### config.mk
export PLATFORM = sky130hd
export DESIGN_NAME = adc_channel_scheduler
export DESIGN_NICKNAME = d
export VERILOG_FILES = /design/src/rtl/adc_channel_scheduler.sv
export SDC_FILE = /design/constraint.sdc
export NUM_CORES = 1
export LEC_CHECK = 0
export BUFFER_PORTS_ARGS = -buffer_cell sky130_fd_sc_hd__clkbuf_2
export CORE_UTILIZATION = 49
export DETAILED_ROUTE_END_ITERATION = 7
export GPL_ROUTABILITY_DRIVEN = 0
export GPL_TIMING_DRIVEN = 1
export PLACE_DENSITY = 0.88
export SLEW_MARGIN = 20
export SYNTH_ARGS = -nofsm -noshare
export SYNTH_HDL_FRONTEND = slang
export SYNTH_SLANG_ARGS = --single-unit
### constraint.sdc
create_clock -name Clk -period 1.45 [get_ports Clk]
set_input_delay 0.2175 -clock Clk [delete_from_list [all_inputs] [get_ports Clk]]
set_output_delay 0.2175 -clock Clk [all_outputs]
set_load 0.005 [all_outputs]
### src/rtl/adc_channel_scheduler.sv
// Round-robin ADC channel scheduler: per slot select mux/relay/coupling, settle, then capture a tagged burst.
// Latency: 1 register stage on sample data; no backpressure -- the ADC cannot stall, so drops set sticky O_overflow.
module adc_channel_scheduler #(
    parameter int DATA_W        = 10,
    parameter int SETTLE_CYCLES = 16,
    parameter int BURST_LEN     = 256
) (
    input  logic              Clk,
    input  logic              Rst_n,
    input  logic              I_enable,
    input  logic [3:0]        I_ch_mask,
    input  logic [3:0]        I_relay_cfg,
    input  logic [3:0]        I_coupling_cfg,
    input  logic [DATA_W-1:0] I_AD_Data,
    input  logic              I_OTR,
    input  logic              I_sample_ready,
    input  logic              I_clr_ovf,
    output logic              O_S0,
    output logic              O_S1,
    output logic              O_relay,
    output logic              O_AC_DC_coupling,
    output logic [DATA_W-1:0] O_sample_data,
    output logic              O_sample_otr,
    output logic [1:0]        O_sample_ch,
    output logic              O_sample_valid,
    output logic              O_burst_last,
    output logic              O_busy,
    output logic              O_overflow
);

    typedef enum logic [2:0] {
        ST_IDLE,
        ST_SELECT,
        ST_SETTLE,
        ST_CAPTURE,
        ST_NEXT
    } state_t;

    state_t      state, state_nxt;
    logic [1:0]  ptr;
    logic [1:0]  ch;
    logic [1:0]  pick_ch;
    logic        pick_vld;
    logic [7:0]  settle_cnt;
    logic [15:0] burst_cnt;
    logic        settle_done;
    logic        burst_done;

    assign settle_done = (settle_cnt == 8'(SETTLE_CYCLES - 1));
    assign burst_done  = (burst_cnt == 16'(BURST_LEN - 1));
    assign O_S0        = ch[0];
    assign O_S1        = ch[1];

    // Scan downward so the enabled channel closest to ptr is the one left standing.
    always_comb begin
        logic [1:0] idx;
        idx      = ptr;
        pick_vld = 1'b0;
        pick_ch  = ptr;
        for (int k = 3; k >= 0; k--) begin
            idx = ptr + 2'(k);
            if (I_ch_mask[idx]) begin
                pick_vld = 1'b1;
                pick_ch  = idx;
            end
        end
    end

    always_comb begin
        state_nxt = state;
        case (state)
            ST_IDLE:    if (I_enable && (I_ch_mask != 4'b0000)) state_nxt = ST_SELECT;
            ST_SELECT:  state_nxt = pick_vld ? ST_SETTLE : ST_IDLE;
            ST_SETTLE:  if (settle_done) state_nxt = ST_CAPTURE;
            ST_CAPTURE: if (burst_done) state_nxt = ST_NEXT;
            ST_NEXT:    state_nxt = I_enable ? ST_SELECT : ST_IDLE;
            default:    state_nxt = ST_IDLE;
        endcase
    end

    always_ff @(posedge Clk) begin
        if (!Rst_n) state <= ST_IDLE;
        else        state <= state_nxt;
    end

    always_ff @(posedge Clk) begin
        if (!Rst_n) begin
            ptr              <= 2'd0;
            ch               <= 2'd0;
            O_relay          <= 1'b0;
            O_AC_DC_coupling <= 1'b0;
            settle_cnt       <= 8'd0;
            burst_cnt        <= 16'd0;
            O_sample_data    <= '0;
            O_sample_otr     <= 1'b0;
            O_sample_ch      <= 2'd0;
            O_sample_valid   <= 1'b0;
            O_burst_last     <= 1'b0;
            O_busy           <= 1'b0;
            O_overflow       <= 1'b0;
        end else begin
            case (state)
                ST_SELECT: begin
                    settle_cnt <= 8'd0;
                    if (pick_vld) begin
                        ch               <= pick_ch;
                        O_relay          <= I_relay_cfg[pick_ch];
                        O_AC_DC_coupling <= I_coupling_cfg[pick_ch];
                    end
                end
                ST_SETTLE: begin
                    settle_cnt <= settle_cnt + 8'd1;
                    burst_cnt  <= 16'd0;
                end
                ST_CAPTURE: begin
                    burst_cnt     <= burst_cnt + 16'd1;
                    O_sample_data <= I_AD_Data;
                    O_sample_otr  <= I_OTR;
                    O_sample_ch   <= ch;
                end
                ST_NEXT: ptr <= ch + 2'd1;
                default: ;
            endcase
            O_sample_valid <= (state == ST_CAPTURE);
            O_burst_last   <= (state == ST_CAPTURE) && burst_done;
            O_busy         <= (state_nxt != ST_IDLE);
            // A drop in the same cycle as a clear must stay visible.
            O_overflow     <= (O_sample_valid && !I_sample_ready) || (O_overflow && !I_clr_ovf);
        end
    end

endmodule

* Yosys cells after proc, flatten, opt, wreduce, memory -nomap -nowiden
Index checks and enable logic that the tools add are counted.
** Cells by class
- Add/subtract/negate cells :: 6
- Order comparisons :: 5
- Equal/unequal tests :: 6
- Mux-type cells :: 28
- Reduce and logical (&&, ||, !) cells :: 13
** Operators by type and width (number)
- $pmux 16 s2 :: 1
- $add 16x1->16 const B :: 1
- $eq 16x8->1 const B :: 1
- $pmux 8 s2 :: 1
- $lt 2x3->1 const B :: 5
- $pmux 3 s5 :: 1
- $bmux 1 s2 :: 6
- $mux 1 :: 11
- $mux 2 :: 5
- $mux 3 :: 3
- $add 8x1->8 const B :: 1
- $eq 8x4->1 const B :: 1
- $eq 3x2->1 const B :: 2
- $add 2x1->2 const B :: 2
- $add 2x2->2 const B :: 2
- $logic_and 1x1->1 :: 4
- $reduce_bool 2->1 :: 2
- $reduce_bool 4->1 :: 1
- $eq 3x1->1 const B :: 1
- $eq 3x3->1 const B :: 1
- $logic_not 3->1 :: 1
- $reduce_bool 3->1 :: 1
- $logic_not 1->1 :: 2
- $reduce_and 2->1 :: 1
- $logic_or 1x1->1 :: 1
** Storage, ports and cells
- Flip-flop bits (word level) :: 50
- Output and inout port bits :: 21
- Logic and storage cells :: 72

* Depth between registers and ports, before layout
Gate-level depths: netlist of run 1.
- Depth after elaboration :: 10
- Mapped depth :: 7
- Depth with buffers taken out :: 5

* Worst setup path before layout of run 1
Ideal clock, no wire load.
- Path type :: reg2reg
- From :: register state[0]
- To :: register O_relay
- Setup time :: 79 ps
- Arrival :: 1497 ps
- Data required time :: 1371 ps
- Path slack :: -125 ps
- Stages on the path, launching flop included :: 7
- Buffers on the path :: 1
- Period minus slack after synthesis :: 1575 ps
- Path through :: dfxtp_1 inv_2 or3_1 buf_2 nand2b_4 or3_1 o221ai_2
** Between the ends
- Cells in the longest elaborated chain, start to end :: 2
** RTL lines
- start, declared :: RTL line 39 : state_t state, state_nxt;
- start signal, assigned :: RTL line 83 : else state <= state_nxt;
- $eq 3x1->1 :: RTL line 102 : case (state)
- $reduce_and 2->1 (no source line)
- end signal, assigned :: RTL line 107 : O_relay <= I_relay_cfg[pick_ch];
- end, declared :: RTL line 20 : output logic O_relay,
No other way between the ends.
A chain may end at the register's enable or synchronous reset.

* Worst setup path after layout of run 1
Ends and elaborated chain as after synthesis.

==> results of run 1 <==
-- metal layers --
metal,part of all wire,up-vias,wire (µm),track usage
met4,0.012,0,74,0.1111
met2,0.53,66,3343,0.4284
met5,0,-,0,0
met3,0.043,10,272,0.04416
met1,0.41,1126,2575,0.2742
li1,-,1205,-,-
-- final cells by class --
cell class	count	area, µm²
clock buffers	5	68.82
clock inverters	3	47.55
fillers	324	1241
inverters	3	16.27
multi-input cells	223	1370
flip-flops and latches	50	1023
well taps	52	65.06
repair buffers	97	611.8
-- kinds of logic (layout without fill, tap and decap cells) --
logic type                 Yosys count  after routing
AOI/OAI and AO/OA                   74             74
DFF                                 50             50
buffers and inverters               19            108
adders and majority gates            2              2
and+or+nand+nor                    135            135
muxes                                8              8
xor gates and xnor gates             4              4
-- critical path: stages, from the launching register on --
cell and delay [ns]:
dfxtp_4 0.38, inv_2 0.04, or3_4 0.35, nand2b_4 0.16, or3_4 0.34, o221ai_2 0.16
-- state kept, by name (all words and copies together), names as in the netlist --
signal / cells
burst_cnt: 16
O_sample_data: 10
settle_cnt: 8
state: 3
O_sample_ch: 2
ch: 2
ptr: 2
O_AC_DC_coupling: 1
O_burst_last: 1
O_busy: 1
O_overflow: 1
O_relay: 1
O_sample_otr: 1
O_sample_valid: 1
-- worst max path at each step --
stage	start	depth (start not counted)	slack (ns)	to
after floorplan	state[0]	6	-0.08	O_relay
after global placement	I_ch_mask[3]	6	-0.08	state[0]
after detailed placement	state[1]	6	-0.12	burst_cnt[7]
after CTS	state[0]	5	-0.03	O_relay
after global routing	state[0]	5	-0.1	O_relay
final	state[0]	5	-0.05	O_relay
-- cells in the final DEF, fill, tap and decap left out, types with 5 or more instances in the layout --
master and n:
nand2_1 48, clkbuf_2 48, buf_4 48, dfxtp_1 38, a21oi_1 33, o21ai_0 17, nor2_1 16, nand3_1 13
dfxtp_2 9, o21ai_1 7, nand2b_1 6, nor3_1 5, nand4_1 5, clkbuf_8 5
-- report_power, final --
part / switching, W / internal [W]
clock: 0.000494 / 0.000527
combinational: 0.000168 / 0.000157
sequential: 0.0000225 / 0.00139
-- timing repair --
action | CTS | global route
pin swaps | 0 | 4
buffers inserted | 1 | 1
resized for setup | 13 | 35
setup endpoints to repair | 19 | 16
-- cells in the mapped netlist (3+ instances only) --
| master | instances | share of area |
|---|---|---|
| a21oi_1 | 34 | 0.073 |
| and2_1 | 4 | 0.011 |
| and3_1 | 8 | 0.022 |
| buf_2 | 3 | 0.0065 |
| clkbuf_1 | 13 | 0.021 |
| dfxtp_1 | 50 | 0.43 |
| mux2_1 | 3 | 0.015 |
| mux2i_1 | 5 | 0.022 |
| nand2_1 | 50 | 0.081 |
| nand2b_1 | 6 | 0.016 |
| nand3_1 | 15 | 0.032 |
| nand4_1 | 5 | 0.013 |
| nor2_1 | 17 | 0.028 |
| nor2b_1 | 4 | 0.011 |
| nor3_1 | 7 | 0.015 |
| o21ai_0 | 18 | 0.039 |
| o21ai_1 | 8 | 0.017 |
| or3_1 | 4 | 0.011 |
| xor2_1 | 4 | 0.015 |
-- through the flow --
stage / setup TNS (ns) / hold slack (ns)
3_3_place_gp: -0.5418 / 0.4401
6_report: -0.08790 / 0.1203
2_1_floorplan: -0.1403 / 0.3535
4_1_cts: -0.04225 / 0.1141
3_5_place_dp: -1.136 / 0.4494
5_1_grt: -0.3422 / 0.1196
==> results.sh, run 1 <==
export IMPL_antenna_cells_inserted=0
export IMPL_core_um2=4444
export IMPL_mappedNetlistNets=322
export IMPL_drc_marker_count_from_the_first_detailed_route_iteration=128
export IMPL_synthesis_area_per_instance_um2=7.936
export IMPL_first_global_vias=2261
export IMPL_ctsHoldBuffers=0
export IMPL_first_pass_iters=7
export IMPL_post_synth_mux_area_share=0.03618
export IMPL_power_density_normalized_to_cell_area_nw_per_um2=862.4
export IMPL_clk_transition_reported_paths_ns=0.09
export IMPL_finClkSkew_ns=0.006832
export IMPL_timing_critical_path_from_type="flip-flop"
export IMPL_number_of_cells_after_detailed_placement=423
export IMPL_antenna_left=0
export IMPL_yosysWarningCount=0
export IMPL_grt_first_pass_wirelength_um=9556
export IMPL_reg2reg_depth=5
export IMPL_worst_path_max_fanout=4
export IMPL_synth_xor_xnor_area_share=0.01512
export IMPL_unrepaired_setup_endpoints_after_global_routing="true"
export IMPL_clockRootBuffer="clkbuf_8"
export IMPL_insertion_delay_ns=0.31
export IMPL_placementRows=24
export IMPL_fraction_of_registers_with_async_set_reset=0
export IMPL_ports=49
export IMPL_final_hpwl_from_detailed_placement_um=4022
export IMPL_vias_per_cell=5.559
export IMPL_cts_buffer_depth=2
export IMPL_synth_top_flop_cell="dfxtp_1"
export IMPL_final_core_utilization=0.7207
export IMPL_timing_final_ws_setup_ns=-0.05156
export IMPL_slew_violations=0
export IMPL_vertical_die_dimension_um=70.77
export IMPL_antenna_violations_before_repair=0
export IMPL_hold_path_cell_count=3
export IMPL_pre_cts_slack_ns=-0.1237
export IMPL_violations="DRC, setup timing"
export IMPL_min_delay_worst_endpoint="O_sample_data[8]"
export IMPL_hold_fails_final_rpt=0
export IMPL_drc=6
export IMPL_netlist_cell_type_count=44
export IMPL_fin_total_pwr_w=0.002762
export IMPL_wl_per_cell_um=14.47
export IMPL_die_width_um=70.77
export IMPL_timing_max_slew_rel_slack=0.7972
export IMPL_timing_critical_path_required_ns=1.69
export IMPL_totalWireLength_um=6265
export IMPL_post_synth_and_or_nand_nor_area_fraction=0.2937
export IMPL_r2r_path_end="O_relay"
export IMPL_h_tree_depth=2
export IMPL_worstSetupEndpointType="flip-flop"
export IMPL_worst_hold_path_type="input port to flip-flop"
export IMPL_final_nets=410
export IMPL_rrSetupSlack_ns=-0.05
export IMPL_numClockSinks=50
export IMPL_cap_violations=0
export IMPL_synth_compound_area_frac=0.1798
export IMPL_run_status="finished with violations"
export IMPL_report_final_setup_viol=2
export IMPL_synth_enable_flop_cells=0
export IMPL_layout_worst_path_cycle_share=1.036
export IMPL_post_synthesis_share_of_cell_area_spent_on_full_adders_half_adders_and_majority_gates=0.01080
export IMPL_cts_buffer_count=5
export IMPL_upper_clock_frequency_limit_mhz=666.0
export IMPL_p_leak_nw=1.358
export IMPL_place_area_um2=2919
export IMPL_fp_dieArea_um2=5008
export IMPL_track_usage=0.2386
export IMPL_combinational_family_with_the_most_area_after_synthesis="simple AND/OR/NAND/NOR gates"
export IMPL_final_cell_count_no_fill=433
export IMPL_irDropWorstVdd_v=0.0006886
export IMPL_port_buffer_count=48
export IMPL_ratio_of_cells_with_drive_above_1_in_the_final_layout=0.3911
export IMPL_worstPathArrival_ns=1.74
export IMPL_syn_area_um2=2317
export IMPL_synth_ff_latch_count=50
export IMPL_post_synth_inst_count=292
export IMPL_dr_total_vias=2407
export IMPL_grt_max_degree=19
export IMPL_worstSetupPathType="flip-flop to flip-flop"
export IMPL_layout_area_overhead_vs_synth_pct=38.23
export IMPL_cts_tree="yes"
export IMPL_layout_min_cycle_time_ns=1.502
export IMPL_hold_path_startpoint="I_AD_Data[8]"
export IMPL_worstReg2RegStart="state[0]"
export IMPL_seq_area_frac_synth=0.4320
export IMPL_starting_density_of_the_core=0.5214
export IMPL_stdcell_area_um2=3203
export IMPL_grt_overflow=0
export IMPL_max_slew_worst_pin_slew_ns=0.3024
No activity file was read; power rests on OpenSTA's default activity.
==> run 2: changes to the inputs <==
==> constraint.sdc (replaced) <==
create_clock -name Clk -period 1.45 [get_ports Clk]
set_input_delay 0.29 -clock Clk [delete_from_list [all_inputs] [get_ports Clk]]
set_output_delay 0.29 -clock Clk [all_outputs]
set_load 0.005 [all_outputs]
==> run 2 against run 1 <==
The flow still finishes with violations (DRC, setup timing). Via count down 0.83%. Non-clock buffer count shrank 3. Clock-buffer cell count did not move. Worst setup slack better by 0.038 ns. Cell count is 0.69% lower. Register-to-register slack improved by 0.04 ns. Power fell by 6.9%. Critical path type unchanged. Largest power group unchanged.
==> results.sh, run 2 (synthesis results as in run 1) <==
export IMPL_worstPathArrival_ns=1.69
export IMPL_cap_violations=0
export IMPL_share_comb_of_total_power=0.123
export IMPL_irDropWorstVdd_v=0.0006496
export IMPL_power_density_normalized_to_cell_area_nw_per_um2=828.4
export IMPL_numClockSinks=50
export IMPL_power_switching_share=0.2610
export IMPL_worst_path_max_fanout=4
export IMPL_insertion_delay_ns=0.31
export IMPL_cts_buffer_count=5
export IMPL_placementRows=24
export IMPL_area_sequential_um2=1021
export IMPL_fin_total_pwr_w=0.002571
export IMPL_slew_violations=0
export IMPL_vertical_die_dimension_um=70.77
export IMPL_totalWireLength_um=5754
export IMPL_upper_clock_frequency_limit_mhz=683.3
export IMPL_switching_power_w=0.0006710
export IMPL_timing_final_ws_setup_ns=-0.01357
export IMPL_vias_per_cell=5.551
export IMPL_multiInputGateArea_um2=1326
export IMPL_power_frac_seq=0.552
export IMPL_mostFrequentLayoutCells="clkbuf_2 (48), nand2_1 (47), buf_4 (46)"
export IMPL_track_usage=0.2335
export IMPL_report_final_setup_viol=1
export IMPL_clk_transition_reported_paths_ns=0.10
export IMPL_p_int_w=0.001900
export IMPL_first_global_vias=2192
export IMPL_run_status="finished with violations"
export IMPL_starting_density_of_the_core=0.5214
export IMPL_layout_worst_path_cycle_share=1.009
export IMPL_layout_area_overhead_vs_synth_pct=33.91
export IMPL_ratio_of_cells_with_drive_above_1_in_the_final_layout=0.3624
export IMPL_final_nets=407
export IMPL_place_area_um2=2904
export IMPL_largest_register_ff_count=16
export IMPL_antenna_cells_inserted=0
export IMPL_die_width_um=70.77
export IMPL_first_pass_iters=6
export IMPL_wl_per_cell_um=13.38
export IMPL_grt_overflow=0
export IMPL_clockRootBuffer="clkbuf_8"
export IMPL_violations="DRC, setup timing"
export IMPL_core_um2=4444
export IMPL_timing_critical_path_from_type="flip-flop"
export IMPL_worstSetupPathType="flip-flop to flip-flop"
export IMPL_cts_tree="yes"
export IMPL_power_frac_clock=0.326
export IMPL_hold_fails_final_rpt=0
export IMPL_h_tree_depth=2
export IMPL_final_core_utilization=0.6982
export IMPL_cts_buffer_depth=2
export IMPL_final_hpwl_from_detailed_placement_um=4052
export IMPL_antenna_violations_before_repair=0
export IMPL_timing_critical_path_required_ns=1.68
export IMPL_layout_top_registers="burst_cnt x16, O_sample_data x10, settle_cnt x8"
export IMPL_timing_hold_ws_ns=0.1845
export IMPL_grt_first_pass_wirelength_um=9232
export IMPL_antenna_left=0
export IMPL_largest_register="burst_cnt"
export IMPL_drc_marker_count_from_the_first_detailed_route_iteration=197
export IMPL_worstSetupEndpointType="flip-flop"
export IMPL_nFillCells=322
export IMPL_dr_total_vias=2387
export IMPL_timing_max_slew_rel_slack=0.7146
export IMPL_mostFrequentLayoutCell="clkbuf_2"
export IMPL_port_buffer_count=48
export IMPL_layout_min_cycle_time_ns=1.464
export IMPL_drc=7
export IMPL_final_cell_count_no_fill=430
export IMPL_max_slew_worst_pin_slew_ns=0.4276
export IMPL_p_leak_nw=1.304
export IMPL_stdcell_area_um2=3103
export IMPL_worst_hold_path_type="input port to flip-flop"
export IMPL_finClkSkew_ns=0.01282
export IMPL_grt_max_degree=18
export IMPL_fp_dieArea_um2=5008
export IMPL_hold_path_cell_count=3
export IMPL_unrepaired_setup_endpoints_after_global_routing="true"
export IMPL_reg2reg_depth=5
export IMPL_ports=49
export IMPL_number_of_cells_after_detailed_placement=421
==> run 2: timing repair <==
action / CTS / global route
gates cloned: 0 / 0
hold buffers: 0 / 0
resized for setup: 7 / 28
setup buffers: 0 / 1
endpoints found under the setup margin: 6 / 19
==> run 2: metal layers <==
| layer | share of wire | vias up | global-route usage |
|---|---|---|---|
| met2 | 0.51 | 72 | 0.4220 |
| met5 | 0 | - | 0 |
| met1 | 0.43 | 1099 | 0.2619 |
| met4 | 0.023 | 0 | 0.1089 |
| li1 | - | 1199 | - |
| met3 | 0.041 | 17 | 0.04986 |
==> run 2: worst max-delay path: stages, from the launching register on <==
cell	delay (ns)
dfxtp_4	0.37
inv_2	0.04
or3_4	0.34
nand2b_4	0.15
or3_4	0.34
o221ai_2	0.15
==> run 2: path summary, 6_finish.rpt <==
check	end	slack (ns)	startpoint
max	O_relay	-0.01	state[0]
min	O_sample_otr	0.18	I_OTR
max reg2reg	O_relay	-0.01	state[0]
min reg2reg	O_sample_data[1]	0.46	O_sample_data[1]
==> run 2: cell type report <==
type	instances	area share
repair buffers	94	0.1887
well taps	52	0.02097
inverters	3	0.003629
flip-flops and latches	50	0.3290
clock buffers	5	0.02218
clock inverters	3	0.008065
multi-input cells	223	0.4274
==> run 2: power by group through the flow <==
stage               Clock, W  Combinational (W)  Sequential (W)
detailed placement         0           0.000296         0.00145
CTS                 0.000861           0.000302         0.00142
global placement           0           0.000284         0.00145
finish              0.000837           0.000316         0.00142
floorplan                  0           0.000152         0.00145
global route        0.000920           0.000345         0.00142
==> run 2: through the flow <==
stage	TNS, ns	worst slack, ns
6_report	-0.01357	-0.01357
4_1_cts	-0.002412	-0.002412
3_5_place_dp	-0.8012	-0.1848
2_1_floorplan	-0.1879	-0.07546
3_3_place_gp	-0.5395	-0.1738
5_1_grt	-0.1191	-0.05826
==> run 3: changes to the inputs <==
ABC_AREA = 1   (was default)
CORE_UTILIZATION = 50   (was 49)
==> run 3 against run 2 <==
The flow finishes with violations (setup timing). Register-to-register slack lost 0.09 ns. Global-route usage up 1.2 points. Via count grew 9.8%. Design area increased by 8.0%. Combinational power grew 25%.
==> results.sh, run 3 <==
export IMPL_rrSetupSlack_ns=-0.10
export IMPL_power_frac_clock=0.316
export IMPL_final_hpwl_from_detailed_placement_um=4354
export IMPL_final_nets=445
export IMPL_layout_top_registers="burst_cnt x16, O_sample_data x10, settle_cnt x8"
export IMPL_numClockSinks=50
export IMPL_synthesis_area_per_instance_um2=7.500
export IMPL_path_cells="buf_6 > nand4_4 > nor2_4 > nand2_2 > nor2_4 > nand3_4 > inv_2 > nand4_2 > o21ai_1 > nor2_1"
export IMPL_max_slew_worst_pin_slew_ns=0.3588
export IMPL_top_cells_by_count_synth="nand2_1 (54), dfxtp_1 (50), nor2_1 (39)"
export IMPL_yosysWarningCount=0
export IMPL_worst_hold_path_type="input port to flip-flop"
export IMPL_mostFrequentLayoutCells="clkbuf_2 (48), dfxtp_1 (42), nand2_1 (41)"
export IMPL_upper_clock_frequency_limit_mhz=644.8
export IMPL_grt_overflow=0
export IMPL_synth_ff_latch_count=50
export IMPL_starting_density_of_the_core=0.5309
export IMPL_mostFrequentLayoutCell="clkbuf_2"
export IMPL_setup_tns_final_ns=-0.3918
export IMPL_timing_critical_path_from_type="flip-flop"
export IMPL_track_usage=0.2454
export IMPL_run_status="finished with violations"
export IMPL_timing_critical_path_mode_cell="nor2_4"
export IMPL_slew_violations=0
export IMPL_final_cell_count_no_fill=483
export IMPL_cts_tree="yes"
export IMPL_grt_first_pass_wirelength_um=10340
export IMPL_mappedNetlistNets=371
export IMPL_timing_final_ws_setup_ns=-0.1008
export IMPL_ports=49
export IMPL_drc=0
export IMPL_insertion_delay_ns=0.31
export IMPL_cts_buffer_count=5
export IMPL_irDropWorstVdd_v=0.0005650
export IMPL_vias_per_cell=5.427
export IMPL_layout_area_overhead_vs_synth_pct=31.02
export IMPL_cap_violations=0
export IMPL_h_tree_depth=2
export IMPL_clockRootBuffer="clkbuf_8"
export IMPL_layout_worst_path_cycle_share=1.070
export IMPL_worst_path_max_fanout=4
export IMPL_port_buffer_count=48
export IMPL_p_leak_nw=1.463
export IMPL_netlist_cell_type_count=44
export IMPL_totalWireLength_um=6586
export IMPL_timing_critical_path_required_ns=1.65
export IMPL_violations="setup timing"
export IMPL_unrepaired_setup_endpoints_after_global_routing="true"
export IMPL_power_frac_seq=0.536
export IMPL_worstPathArrival_ns=1.75
export IMPL_largest_register_ff_count=16
export IMPL_ctsHoldBuffers=0
export IMPL_worst_path_largest_cell_delay_ns=0.37
export IMPL_ys_top_cells_by_area="dfxtp_1 (39%), nand2_1 (7.9%), nor2_1 (5.7%)"
export IMPL_p_int_w=0.001953
export IMPL_synth_top_flop_cell="dfxtp_1"
export IMPL_layout_min_cycle_time_ns=1.551
export IMPL_ratio_of_cells_with_drive_above_1_in_the_final_layout=0.3966
export IMPL_worstSetupEndpointType="flip-flop"
export IMPL_hold_fails_final_rpt=0
export IMPL_share_comb_of_total_power=0.148
export IMPL_antenna_violations_before_repair=0
export IMPL_synthMostInstantiatedCell="nand2_1"
export IMPL_drc_marker_count_from_the_first_detailed_route_iteration=125
export IMPL_power_density_normalized_to_cell_area_nw_per_um2=797.3
export IMPL_finClkSkew_ns=0.007620
export IMPL_post_synth_inst_count=341
export IMPL_wl_per_cell_um=13.64
export IMPL_largest_register="burst_cnt"
export IMPL_vertical_die_dimension_um=73.52
export IMPL_report_final_setup_viol=7
export IMPL_switching_power_w=0.0007182
export IMPL_timing_max_slew_rel_slack=0.7597
export IMPL_clk_transition_reported_paths_ns=0.09
export IMPL_pre_cts_slack_ns=-0.1441
export IMPL_cts_buffer_depth=2
export IMPL_first_global_vias=2392
export IMPL_first_pass_iters=4
export IMPL_yosys_area_top_type="dfxtp_1"
export IMPL_dr_total_vias=2621
export IMPL_antenna_left=0
export IMPL_grt_max_degree=32
export IMPL_worstSetupPathType="flip-flop to flip-flop"
export IMPL_synth_enable_flop_cells=0
export IMPL_fraction_of_registers_with_async_set_reset=0
export IMPL_placementRows=25
export IMPL_seq_area_frac_synth=0.3914
export IMPL_cp_slowest_cell="dfxtp_2"
export IMPL_die_width_um=73.52
export IMPL_antenna_cells_inserted=0
export IMPL_synthDominantCellAreaShare=0.3914
export IMPL_syn_area_um2=2557
export IMPL_core_um2=4817
export IMPL_power_switching_share=0.2688
export IMPL_fp_dieArea_um2=5405
export IMPL_nFillCells=362
export IMPL_number_of_cells_after_detailed_placement=469
[run 3: metrics by stage]
step	power [W]	cell area, µm²	util	hold WS [ns]
final	0.002671	3351	0.6956	0.2061
after global placement	0.001808	3009	0.6247	0.4533
after floorplan	0.001665	2557	-	0.4249
after global routing	0.002780	3351	0.6956	0.2053
after CTS	0.002647	3169	0.6579	0.2023
after detailed placement	0.001822	3009	0.6247	0.4635
[run 3: worst max-delay path, delay by kind of cell, from the launching register on]
family,cells,cell delay (ns)
AND/OR/NAND/NOR,7,0.71
flip-flops,1,0.37
buffers and inverters,2,0.20
AO/OA/AOI/OAI,1,0.16
[run 3: final cells by class]
class                           count  area [µm²]  area share
Clock buffer                        6       82.58     0.02465
Tap cell                           67       83.83     0.02502
Timing Repair Buffer               76       474.2      0.1415
Inverter                           41       168.9     0.05041
Multi-Input combinational cell    241        1513      0.4515
Sequential cell                    50        1016      0.3032
Clock inverter                      2       12.51    0.003734
[run 3: timing repair]
item	4_1_cts	5_1_grt
gates resized for setup	17	41
setup buffers	1	5
endpoints found under the setup margin	12	15
pin swaps	4	25
[run 3: power groups by stage]
stage / clock [W] / combinational (W) / sequential [W]
floorplan: 0 / 0.000199 / 0.00147
global placement: 0 / 0.000346 / 0.00146
detailed placement: 0 / 0.000358 / 0.00146
CTS: 0.000852 / 0.000363 / 0.00143
global route: 0.000912 / 0.000433 / 0.00144
finish: 0.000844 / 0.000396 / 0.00143
[run 3: path summary, 6_finish.rpt]
kind,from,endpoint,cells past startpoint
min reg2reg,settle_cnt[7],settle_cnt[7],1
min,I_AD_Data[5],O_sample_data[5],3
max reg2reg,burst_cnt[1],burst_cnt[15],10
max,burst_cnt[1],burst_cnt[15],10
[run 3: routing by layer]
layer / vias to the layer above / part of all wire / wire length (µm) / global-route usage
met2: 78 / 0.53 / 3516 / 0.4577
met5: - / 0 / 0 / 0
li1: 1289 / - / - / -
met4: 0 / 0.023 / 150 / 0.09829
met1: 1237 / 0.41 / 2682 / 0.2726
met3: 17 / 0.036 / 236 / 0.04390
[run 3: cells by family (layout without fill, tap and decap cells)]
group | Yosys count | after routing | synth area share
AOI/OAI and AO/OA | 76 | 76 | 0.1703
xor gates and xnor gates | 1 | 1 | 0.003425
adders and majority gates | 2 | 2 | 0.009783
buffers and inverters | 50 | 125 | 0.08268
DFF | 50 | 50 | 0.3914
and+or+nand+nor | 162 | 162 | 0.3425
